==> config.mk <==
export PLATFORM = sky130hd
export DESIGN_NAME = turn_control
export DESIGN_NICKNAME = d
export VERILOG_FILES = /design/src/rtl/chess_pkg.sv /design/src/rtl/tick_prescaler.sv /design/src/rtl/turn_control.sv
export SDC_FILE = /design/constraint.sdc
export NUM_CORES = 1
export LEC_CHECK = 0
export BUFFER_PORTS_ARGS = -buffer_cell sky130_fd_sc_hd__buf_2
export CORE_MARGIN = 2
export CORE_UTILIZATION = 33
export CTS_CLUSTER_SIZE = 12
export DETAILED_ROUTE_END_ITERATION = 8
export PLACE_DENSITY_LB_ADDON = 0.08
export SYNTH_ARGS = -nofsm -noshare
export SYNTH_HDL_FRONTEND = slang
export SYNTH_SLANG_ARGS = --single-unit
==> constraint.sdc <==
create_clock -name clk_i -period 1.9 [get_ports clk_i]
set_input_delay 0.095 -clock clk_i [delete_from_list [all_inputs] [get_ports clk_i]]
set_output_delay 0.095 -clock clk_i [all_outputs]
set_load 0.01 [all_outputs]
==> src/rtl/chess_pkg.sv <==
// Shared encodings for the chess-clock turn controller: FSM state codes,
// winner codes and the default prescaler divide ratio.
package chess_pkg;

  typedef enum logic [2:0] {
    ST_IDLE  = 3'd0,
    ST_RUN_A = 3'd1,
    ST_RUN_B = 3'd2,
    ST_PAUSE = 3'd3,
    ST_DONE  = 3'd4
  } state_e;

  typedef enum logic [1:0] {
    WIN_NONE = 2'b00,
    WIN_A    = 2'b01,
    WIN_B    = 2'b10
  } winner_e;

  localparam int unsigned TICK_DIV_DEFAULT = 4;

  function automatic logic is_run(input state_e s);
    return (s == ST_RUN_A) || (s == ST_RUN_B);
  endfunction

endpackage

==> src/rtl/tick_prescaler.sv <==
// Divide-by-TICK_DIV tick generator shared by both player counter chains.
// Counts only while enabled, holds otherwise; sclr_i wins over counting.
module tick_prescaler
  import chess_pkg::*;
#(
  parameter int unsigned TICK_DIV = TICK_DIV_DEFAULT
) (
  input  logic clk_i,
  input  logic rst_ni,
  input  logic en_i,
  input  logic sclr_i,
  output logic impulse_o
);

  localparam int unsigned CW = $clog2(TICK_DIV);
  localparam logic [CW-1:0] LAST = CW'(TICK_DIV - 1);

  logic [CW-1:0] cnt_q, cnt_d;

  always_comb begin
    cnt_d = cnt_q;
    if (sclr_i) begin
      cnt_d = '0;
    end else if (en_i) begin
      cnt_d = (cnt_q == LAST) ? '0 : cnt_q + 1'b1;
    end
  end

  always_ff @(posedge clk_i) begin
    if (!rst_ni) begin
      cnt_q <= '0;
    end else begin
      cnt_q <= cnt_d;
    end
  end

  // Gated by en_i so the tick can never escape outside a running turn.
  assign impulse_o = en_i && (cnt_q == LAST);

endmodule

==> src/rtl/turn_control.sv <==
// Chess-clock turn sequencer: button edge detect, game FSM, winner latch and
// the shared count tick / clear for both player counter chains.
//
// state    | meaning
// ---------+--------------------------------------------------------------
// IDLE     | no game; waiting for START to begin with player A
// RUN_A    | player A's clock running
// RUN_B    | player B's clock running
// PAUSE    | both clocks frozen; saved_b_q remembers who resumes
// DONE     | a chain timed out; WINNER held until START
module turn_control
  import chess_pkg::*;
#(
  parameter int unsigned TICK_DIV = TICK_DIV_DEFAULT
) (
  input  logic       clk_i,
  input  logic       clr_i,
  input  logic       btn_a_i,
  input  logic       btn_b_i,
  input  logic       btn_start_i,
  input  logic       timeout_a_i,
  input  logic       timeout_b_i,
  output logic       ce_a_o,
  output logic       ce_b_o,
  output logic       impulse_o,
  output logic       cnt_clr_o,
  output logic [2:0] state_o,
  output logic [1:0] winner_o
);

  state_e     state_q, state_d;
  logic [1:0] winner_q, winner_d;
  logic       saved_b_q, saved_b_d;
  logic       prev_a_q, prev_b_q, prev_s_q;

  logic edge_a, edge_b, edge_s;
  logic start_clr, presc_clr, run;

  assign edge_a = btn_a_i & ~prev_a_q;
  assign edge_b = btn_b_i & ~prev_b_q;
  assign edge_s = btn_start_i & ~prev_s_q;

  always_comb begin
    state_d   = state_q;
    winner_d  = winner_q;
    saved_b_d = saved_b_q;
    start_clr = 1'b0;
    presc_clr = 1'b0;
    case (state_q)
      ST_IDLE: begin
        if (edge_s) begin
          state_d   = ST_RUN_A;
          winner_d  = WIN_NONE;
          start_clr = 1'b1;
          presc_clr = 1'b1;
        end
      end
      ST_RUN_A: begin
        if (timeout_a_i) begin
          state_d  = ST_DONE;
          winner_d = WIN_B;
        end else if (edge_s) begin
          state_d   = ST_PAUSE;
          saved_b_d = 1'b0;
        end else if (edge_a) begin
          state_d   = ST_RUN_B;
          presc_clr = 1'b1;
        end
      end
      ST_RUN_B: begin
        if (timeout_b_i) begin
          state_d  = ST_DONE;
          winner_d = WIN_A;
        end else if (edge_s) begin
          state_d   = ST_PAUSE;
          saved_b_d = 1'b1;
        end else if (edge_b) begin
          state_d   = ST_RUN_A;
          presc_clr = 1'b1;
        end
      end
      ST_PAUSE: begin
        if (edge_s) begin
          state_d = saved_b_q ? ST_RUN_B : ST_RUN_A;
        end
      end
      ST_DONE: begin
        if (edge_s) begin
          state_d = ST_IDLE;
        end
      end
      default: state_d = ST_IDLE;
    endcase
  end

  // Edge history resets high so a button held through reset is not a press.
  always_ff @(posedge clk_i) begin
    if (!clr_i) begin
      state_q   <= ST_IDLE;
      winner_q  <= WIN_NONE;
      saved_b_q <= 1'b0;
      prev_a_q  <= 1'b1;
      prev_b_q  <= 1'b1;
      prev_s_q  <= 1'b1;
    end else begin
      state_q   <= state_d;
      winner_q  <= winner_d;
      saved_b_q <= saved_b_d;
      prev_a_q  <= btn_a_i;
      prev_b_q  <= btn_b_i;
      prev_s_q  <= btn_start_i;
    end
  end

  assign run = is_run(state_q) && clr_i;

  tick_prescaler #(
    .TICK_DIV(TICK_DIV)
  ) u_prescaler (
    .clk_i    (clk_i),
    .rst_ni   (clr_i),
    .en_i     (run),
    .sclr_i   (presc_clr),
    .impulse_o(impulse_o)
  );

  assign ce_a_o    = (state_q == ST_RUN_A);
  assign ce_b_o    = (state_q == ST_RUN_B);
  assign cnt_clr_o = ~clr_i | start_clr;
  assign state_o   = state_q;
  assign winner_o  = winner_q;

endmodule

---- Word-level counts from Yosys, hierarchy flattened ----
Index checks and enable logic that the tools add are counted.
word-level totals
  output and inout bits ................... 9
  input port bits ......................... 7
  register bits ........................... 11
  logic and storage cells ................. 72
cells by class
  equal/unequal tests ..................... 16
  $add $sub $neg .......................... 1
  bitwise gates (word level) .............. 8
  muxes and demuxes ....................... 30
  reduce and logical (&&, ||, !) cells .... 10
operators by type and width
  cell                                                                     count
  3-bit two-way mux                                                        9
  3-bit case mux with 5 select lines                                       1
  2-bit inequality test, second input constant                             7
  1-bit two-way mux                                                        12
  2-bit two-way mux                                                        5
  5-bit AND reduction                                                      2
  4-bit by 2-bit inequality test with 1-bit output, second input constant  2
  3-bit by 2-bit == test with 1-bit output, second input constant          2
  2-bit case mux with 3 select lines                                       1
  2-bit by 1-bit inequality test with 1-bit output, second input constant  2
  1-bit inverter                                                           4
  4-bit AND reduction                                                      1
  1-bit AND                                                                3
  3-bit by 1-bit == test with 1-bit output, second input constant          1
  3-bit == test, second input constant                                     1
  3-bit logical NOT                                                        1
  1-bit case mux with 3 select lines                                       1
  3-bit nonzero test                                                       1
  2-bit by 1-bit adder with 2-bit output, second input constant            1
  2-bit == test, second input constant                                     1
  1-bit logical AND                                                        2
  1-bit case mux with 2 select lines                                       1
  2-bit nonzero test                                                       1
  2-bit OR reduction                                                       1
  other kinds (2)                                                          2

---- Logic depth before layout (Yosys ltp) ----
Gate-level depths: netlist of run 1.
  word-level depth ........................ 7
  mapped depth ............................ 5
  mapped depth without buffers ............ 4

---- Modules after synthesis ----
A second synthesis of run 1 with hierarchy kept.
unflattened totals
  cell total of the unflattened synthesis .. 78
  area total of the unflattened synthesis .. 691.9 sq um
by module, submodules not included
  module          cells an instance  area an instance (sq um)  instances
  turn_control    68                 589.3                     1
  tick_prescaler  10                 102.6                     1

---- Worst setup path before layout of run 1 ----
No wires, ideal clock.
  path kind ............................... reg2reg
  start ................................... reg state_q[0], in the netlist state_o[0]
  end ..................................... reg u_prescaler.cnt_q[1]
  data required time ...................... 1.782 ns
  clock period less this slack ............ 1.541 ns
  setup time .............................. 0.118 ns
  arrival time ............................ 1.422 ns
  slack ................................... 0.359 ns
  cell stages (with the launch flop) ...... 5
  cell sequence ........................... dfxtp_1 > buf_4 > o41ai_1 > o21bai_1 > nor2_1
on the way
  word-level cells in the longest chain between the ends .. 3
  elaborated cells between the ends (all ways) .. 7
  classes of those cells .................. 2 x eq/ne; 1 x mux; 4 x reduce/logical
RTL lines
  element                                                                   line                                 source
  from (decl)                                                               turn_control.sv:31                   state_e state_q, state_d;
  from (signal assigned)                                                    turn_control.sv:106                  state_q <= state_d;
  3-bit by 2-bit == test with 1-bit output, or another cell as far along    chess_pkg.sv:22, turn_control.sv:49
  1-bit case mux with 3 select lines or 1-bit logical OR (tied branches)    turn_control.sv:49, chess_pkg.sv:22
  2-bit OR reduction (no source line) or 1-bit logical AND (tied branches)  --
  to (signal assigned)                                                      tick_prescaler.sv:33                 cnt_q <= cnt_d;
  to (decl)                                                                 tick_prescaler.sv:18                 logic [CW-1:0] cnt_q, cnt_d;
Several ways; a longest one is shown, not always the timed one.
A chain may end at the register's enable or synchronous reset.

---- Worst setup path in the final report of run 1 ----
  start ................................... reg state_q[0], in the netlist state_o[0]
  end ..................................... out impulse_o
on the way
  word-level cells in the longest chain between the ends .. 4
  elaborated cells between the ends (all ways) .. 5
  classes of those cells .................. 2 x eq/ne; 3 x reduce/logical
RTL lines
  element                                                                                               line                  source
  3-bit by 1-bit == test with 1-bit output or 3-bit by 2-bit == test with 1-bit output (tied branches)  chess_pkg.sv:22       return (s == ST_RUN_A) || (s == ST_RUN_B);
  1-bit logical OR *                                                                                    chess_pkg.sv:22
  1-bit logical AND *                                                                                   turn_control.sv:115   assign run = is_run(state_q) && clr_i;
  1-bit logical AND *                                                                                   tick_prescaler.sv:38  assign impulse_o = en_i && (cnt_q == LAST);
  to (decl)                                                                                             turn_control.sv:25    output logic impulse_o,
Mark *: on every way between the ends. The rest lies on a longest branch, timed or not.

==> results.toml, run 1 <==
[drt]
drtAntennaViolNets = 0
num_vias = 609
wl_per_cell_um = 13.08
drt-pass1-iter-count = 4
drc = 0
first_iter_violations = 7
wirelength_um = 1557
viasPerCell = 5.118

[power]
p_leak_nw = 0.3374
ir_worst_vdd_mv = 0.3870
power.internal_mw = 0.3551
power_density_mw_per_mm2 = 603.5
power.total_mw = 0.4886
combPwrFrac_pct = 15.7
power_frac_seq_pct = 51.3
sw_frac_of_total_pct = 27.31
power_switching_mw = 0.1334
clockPowerShare_pct = 33.0

[sta]
maxSlewViolCount = 0
finalClockSkew_ns = 0.002680
whs_ns = 0.01327
grt_setup_unrepaired = "no"
min_period_ns = 1.701
slew_headroom_pct = 61.17
fin_ws_ns = 0.1990
setup_tns_ns = 0
fmax_ghz = 0.5879
hold_viol_final = 0
setup_violations = 0
tightest_slew_ns = 0.5817
fin_crit_sh_pct = 89.53

[placement]
port_buffers = 15
dp_hpwl_um = 1185
gp_congestion = 0.7839
post-place-ws_ns = 0.2642
post_dp_cell_area_um2 = 783.3

[finish]
drive_gt1_share_pct = 30.43
fin_nets = 101
syn_to_final_growth_pct = 17.85
stdcell_area_um2 = 809.5
num_antenna_cells = 0

[global_route]
grt_max_degree = 15
grt_pass1_vias = 566
grt_pass1_wl_um = 2628
antenna_found_initial = 0
track_usage_pct = 14.27
grt_overflow = 0

[floorplan]
die_w_um = 49.63
start_util_pct = 35.01
core_mm2 = 0.001962
die_area_mm2 = 0.002463
die_y_um = 49.63
ios = 16
rows = 16

[worst_setup_path]
cp_data_required_time_ns = 1.80
rr_worst_depth = 4
arrival_ns = 1.61
crit_buf_inv = 1
slowest_stage = "dfxtp_1"
crit_type = "flop to primary output"
cp_max_fo = 12
cp-end-kind = "primary output"
cp.depth = 4
startpoint_type = "flop"
path_delay_family = "flip-flops"
slowest_delay_ns = 0.58
crit_path_cell_trace = "nor3b_2, o21ai_2, nor2_1, buf_2"

[logic_synthesis]
yosysSeqAreaShare_pct = 32.06
synth_fa_ha_area_share_pct = 1.821
synthCells = 75
ys_warn_count = 0
synth_compound_area_share_pct = 23.86
yosys.cell_types.count = 36
synth_xor_area_share_pct = 0
synth_nets = 83
yosys.area_share.simple_pct = 33.70
synth.avg_cell_area_um2 = 9.159
synth.area.mux_share_pct = 2.914
synth_seq_cells = 11
synth_top_family_by_area = "simple AND/OR/NAND/NOR gates"
syn-cell-area_um2 = 686.9

[cts]
holdBufCountCts = 0
cts_sinks = 11
numCtsBuffers = 3
path_clk_slew_ns = 0.07
postCtsSetupBuffers = 0
cts_tree = "done"
cts_resized = 0
insertion_delay_ns = 0.27
cts-htree-levels = 1
cts_max_path_buffers = 2
cts_root_buf = "clkbuf_4"

[job]
maxCapViolCount = 0

[hold_path]
hold_depth = 2
min_path_type = "primary input to flop"

[outcome]
status = "completed"
-- per-stage QoR --
| step | std cells | util, % |
|---|---|---|
| after floorplan | 75 | - |
| after global placement | 115 | 39.92 |
| after detailed placement | 115 | 39.92 |
| after CTS | 119 | 41.26 |
| after global routing | 119 | 41.26 |
| final | 119 | 41.26 |
-- layout make-up --
type	count	area, µm²
Clock buffer	4	26.28
Fill cell	231	1152
Inverter	3	11.26
Multi-Input combinational cell	57	427.9
Sequential cell	11	220.2
Tap cell	27	33.78
Timing Repair Buffer	17	90.09
-- power by group through the flow --
| stage | registers (mW) | logic (mW) | clock network, mW |
|---|---|---|---|
| 2_1_floorplan | 0.252 | 0.0555 | 0 |
| 3_3_place_gp | 0.256 | 0.0771 | 0 |
| 3_5_place_dp | 0.256 | 0.0774 | 0 |
| 4_1_cts | 0.250 | 0.0776 | 0.169 |
| 5_1_grt | 0.252 | 0.0858 | 0.182 |
| 6_report | 0.250 | 0.0768 | 0.161 |
-- synth_stat cells --
cell,number,area [µm²]
buf_4,1,7.510
and3b_1,1,8.760
nor2_1,5,18.77
nor2_2,1,6.260
and2b_1,1,7.510
dfxtp_1,11,220.2
mux2i_1,2,20.02
nand2b_1,6,37.54
o221a_1,1,11.26
or4b_1,1,10.01
o311ai_2,1,16.27
a21oi_1,5,25.02
o2bb2ai_1,1,8.760
nor3b_2,2,25.02
nor2b_1,2,12.51
a32oi_1,1,8.760
o31a_1,1,8.760
nor3b_1,2,15.01
or2b_1,1,7.510
nand3_1,1,5.000
nor4b_4,1,23.77
ha_1,1,12.51
o211ai_1,1,7.510
clkbuf_1,1,3.750
o31ai_1,1,7.510
o21bai_1,3,22.52
clkbuf_2,1,5.000
or3_1,2,12.51
inv_1,3,11.26
a2111oi_2,1,15.01
o21ai_2,1,8.760
nor4b_2,1,15.01
a22oi_1,2,15.01
buf_6,1,11.26
nand2_1,7,26.28
o41ai_1,1,8.760
-- cells by family after synthesis --
logic type | count (synthesis)
adder cells (fa/ha/maj) | 1
AND/OR/NAND/NOR | 34
buffers and inverters | 7
flip-flops | 11
multiplexers | 2
AO/OA/AOI/OAI | 20
-- flip-flops by register name, summed over array words and instances (netlist names) --
register	cells
state_o	3
prev_b_q	1
prev_a_q	1
prev_s_q	1
saved_b_q	1
u_prescaler.cnt_q	2
winner_o	2
-- cell usage in the layout, fill, tap and decap left out, drive strengths merged, types with 3 or more instances in the layout --
cell / synthesis / layout
clkbuf: 2 / 4
nor3b: 4 / 4
buf: 2 / 17
o21bai: 3 / 3
nand2: 7 / 7
inv: 3 / 3
a21oi: 5 / 5
nor2: 6 / 6
nand2b: 6 / 6
dfxtp: 11 / 11
-- path summary, 6_finish.rpt --
check	start	endpoint	slack, ns
min	btn_b_i	prev_b_q$_SDFF_PN1_	0.01
max reg2reg	state_o[2]$_SDFFE_PN0P_	winner_o[1]$_SDFFE_PN0P_	0.27
min reg2reg	u_prescaler.cnt_q[0]$_SDFFE_PP0P_	u_prescaler.cnt_q[0]$_SDFFE_PP0P_	0.47
max	state_o[0]$_SDFFE_PN0P_	impulse_o	0.20
-- routing by layer --
layer | part of all wire (%) | vias to the layer above | wire length (µm) | track usage [%]
met5 | 0 | - | 0 | 0
met4 | 0 | 0 | 0 | 1.852
met3 | 7.8 | 0 | 121 | 7.576
met2 | 46 | 20 | 719 | 22.22
met1 | 46 | 280 | 716 | 17.81
li1 | - | 309 | - | -
Power figures use the tool's default switching activity.
==> inputs of run 2 (changes only) <==
--- a/config.mk
+++ b/config.mk
@@ -11,6 +11,7 @@
 export CTS_CLUSTER_SIZE = 12
 export DETAILED_ROUTE_END_ITERATION = 8
 export PLACE_DENSITY_LB_ADDON = 0.08
+export REMOVE_ABC_BUFFERS = 1
 export SYNTH_ARGS = -nofsm -noshare
 export SYNTH_HDL_FRONTEND = slang
 export SYNTH_SLANG_ARGS = --single-unit
==> run 2 against run 1 <==
Combinational power down 5.1%. Total power up 0.39%. Non-clock buffer count unchanged.
==> results.toml, run 2 (synthesized netlist as in run 1, its figures left out) <==
[outcome]
status = "completed"

[sta]
fin_crit_sh_pct = 91.99
tightest_slew_ns = 0.5641
slew_headroom_pct = 62.34
fmax_ghz = 0.5722
setup_tns_ns = 0
setup_violations = 0
maxSlewViolCount = 0
finalClockSkew_ns = 0.002574
whs_ns = 0.01276
hold_viol_final = 0
min_period_ns = 1.748
grt_setup_unrepaired = "no"

[finish]
layout_common_cells = "15 x buf_2, 11 x dfxtp_1, 7 x nand2_1, 6 x nand2b_1"
drive_gt1_share_pct = 30.43
fillCellCount = 223
stdcell_area_um2 = 809.5
final_common_cell = "buf_2"
num_antenna_cells = 0
fin_nets = 101
syn_to_final_growth_pct = 17.85
largest_reg_flops = 3

[worst_setup_path]
arrival_ns = 1.65
r2r_slack_ns = 0.23
r2r_end = "u_prescaler.cnt_q[0]$_SDFFE_PP0P_"
startpoint_type = "flop"
cp_data_required_time_ns = 1.80
cp_max_fo = 16
reg2reg_from = "state_o[0]$_SDFFE_PN0P_"
rr_worst_depth = 4
cp-end-kind = "primary output"
crit_type = "flop to primary output"

[power]
power.internal_mw = 0.3536
power_density_mw_per_mm2 = 605.9
clockPowerShare_pct = 34.0
p_leak_nw = 0.3375
power.total_mw = 0.4905
ir_worst_vdd_mv = 0.4456
power_switching_mw = 0.1369
sw_frac_of_total_pct = 27.90
power_frac_seq_pct = 51.2
combPwrFrac_pct = 14.9

[floorplan]
ios = 16
start_util_pct = 35.01
die_area_mm2 = 0.002463
die_w_um = 49.63
die_y_um = 49.63
rows = 16
core_mm2 = 0.001962

[cts]
cts_resized = 0
cts_sinks = 11
numCtsBuffers = 3
cts_root_buf = "clkbuf_4"
path_clk_slew_ns = 0.08
insertion_delay_ns = 0.27
holdBufCountCts = 0
cts_tree = "done"
cts_max_path_buffers = 2
postCtsSetupBuffers = 0
cts-htree-levels = 1

[global_route]
grt_max_degree = 17
grt_overflow = 0
grt_pass1_wl_um = 2311
track_usage_pct = 12.36
antenna_found_initial = 0
grt_pass1_vias = 528

[drt]
drtAntennaViolNets = 0
wl_per_cell_um = 12.11
drt-pass1-iter-count = 4
wirelength_um = 1441
drc = 0
first_iter_violations = 7
viasPerCell = 5.017
num_vias = 597

[hold_path]
min_to = "prev_b_q$_SDFF_PN1_"
min_from = "btn_b_i"
min_path_type = "primary input to flop"
hold_depth = 2

[placement]
post_dp_cell_area_um2 = 783.3
dp_hpwl_um = 1050
port_buffers = 15
gp_congestion = 0.7284

[job]
maxCapViolCount = 0
[run 2: how the worst max path moves through the flow]
stage	from	to	slack, ns	cells past startpoint
floorplan	state_o[0]$_SDFFE_PN0P_	u_prescaler.cnt_q[0]$_SDFFE_PP0P_	0.28	4
global placement	state_o[0]$_SDFFE_PN0P_	u_prescaler.cnt_q[0]$_SDFFE_PP0P_	0.27	4
detailed placement	state_o[0]$_SDFFE_PN0P_	u_prescaler.cnt_q[0]$_SDFFE_PP0P_	0.25	4
CTS	state_o[0]$_SDFFE_PN0P_	impulse_o	0.14	4
global route	state_o[0]$_SDFFE_PN0P_	impulse_o	0.05	4
finish	state_o[0]$_SDFFE_PN0P_	impulse_o	0.15	4
[run 2: area by class of cell]
type | instances | area [µm²] | area share (%)
Timing Repair Buffer | 17 | 90.09 | 11.13
Tap cell | 27 | 33.78 | 4.173
Sequential cell | 11 | 220.2 | 27.20
Clock buffer | 4 | 26.28 | 3.246
Multi-Input combinational cell | 57 | 427.9 | 52.86
Inverter | 3 | 11.26 | 1.391
[run 2: metal layers]
layer / global-route usage, % / share of wire [%]
met1: 14.29 / 46
met2: 19.78 / 47
met3: 4.242 / 5.1
met4: 6.944 / 1.7
met5: 0 / 0
[run 2: per-stage QoR]
stage | utilization, % | setup slack (ns) | instances
5_1_grt | 41.26 | 0.05339 | 119
2_1_floorplan | - | 0.2760 | 71
6_report | 41.26 | 0.1522 | 119
4_1_cts | 41.26 | 0.1375 | 119
3_5_place_dp | 39.92 | 0.2466 | 115
3_3_place_gp | 39.92 | 0.2732 | 115
[run 2: critical path, cell delays in order, from the launching register on]
cell,delay [ns]
dfxtp_1,0.64
nor3b_2,0.39
o21ai_2,0.14
nor2_1,0.09
buf_2,0.13
[run 2: power by group through the flow]
stage / registers, mW / logic [mW] / clock network [mW]
after floorplan: 0.256 / 0.0444 / 0
after CTS: 0.251 / 0.0739 / 0.174
after detailed placement: 0.256 / 0.0735 / 0
after global placement: 0.256 / 0.0738 / 0
final: 0.251 / 0.0729 / 0.167
after global routing: 0.253 / 0.0799 / 0.189
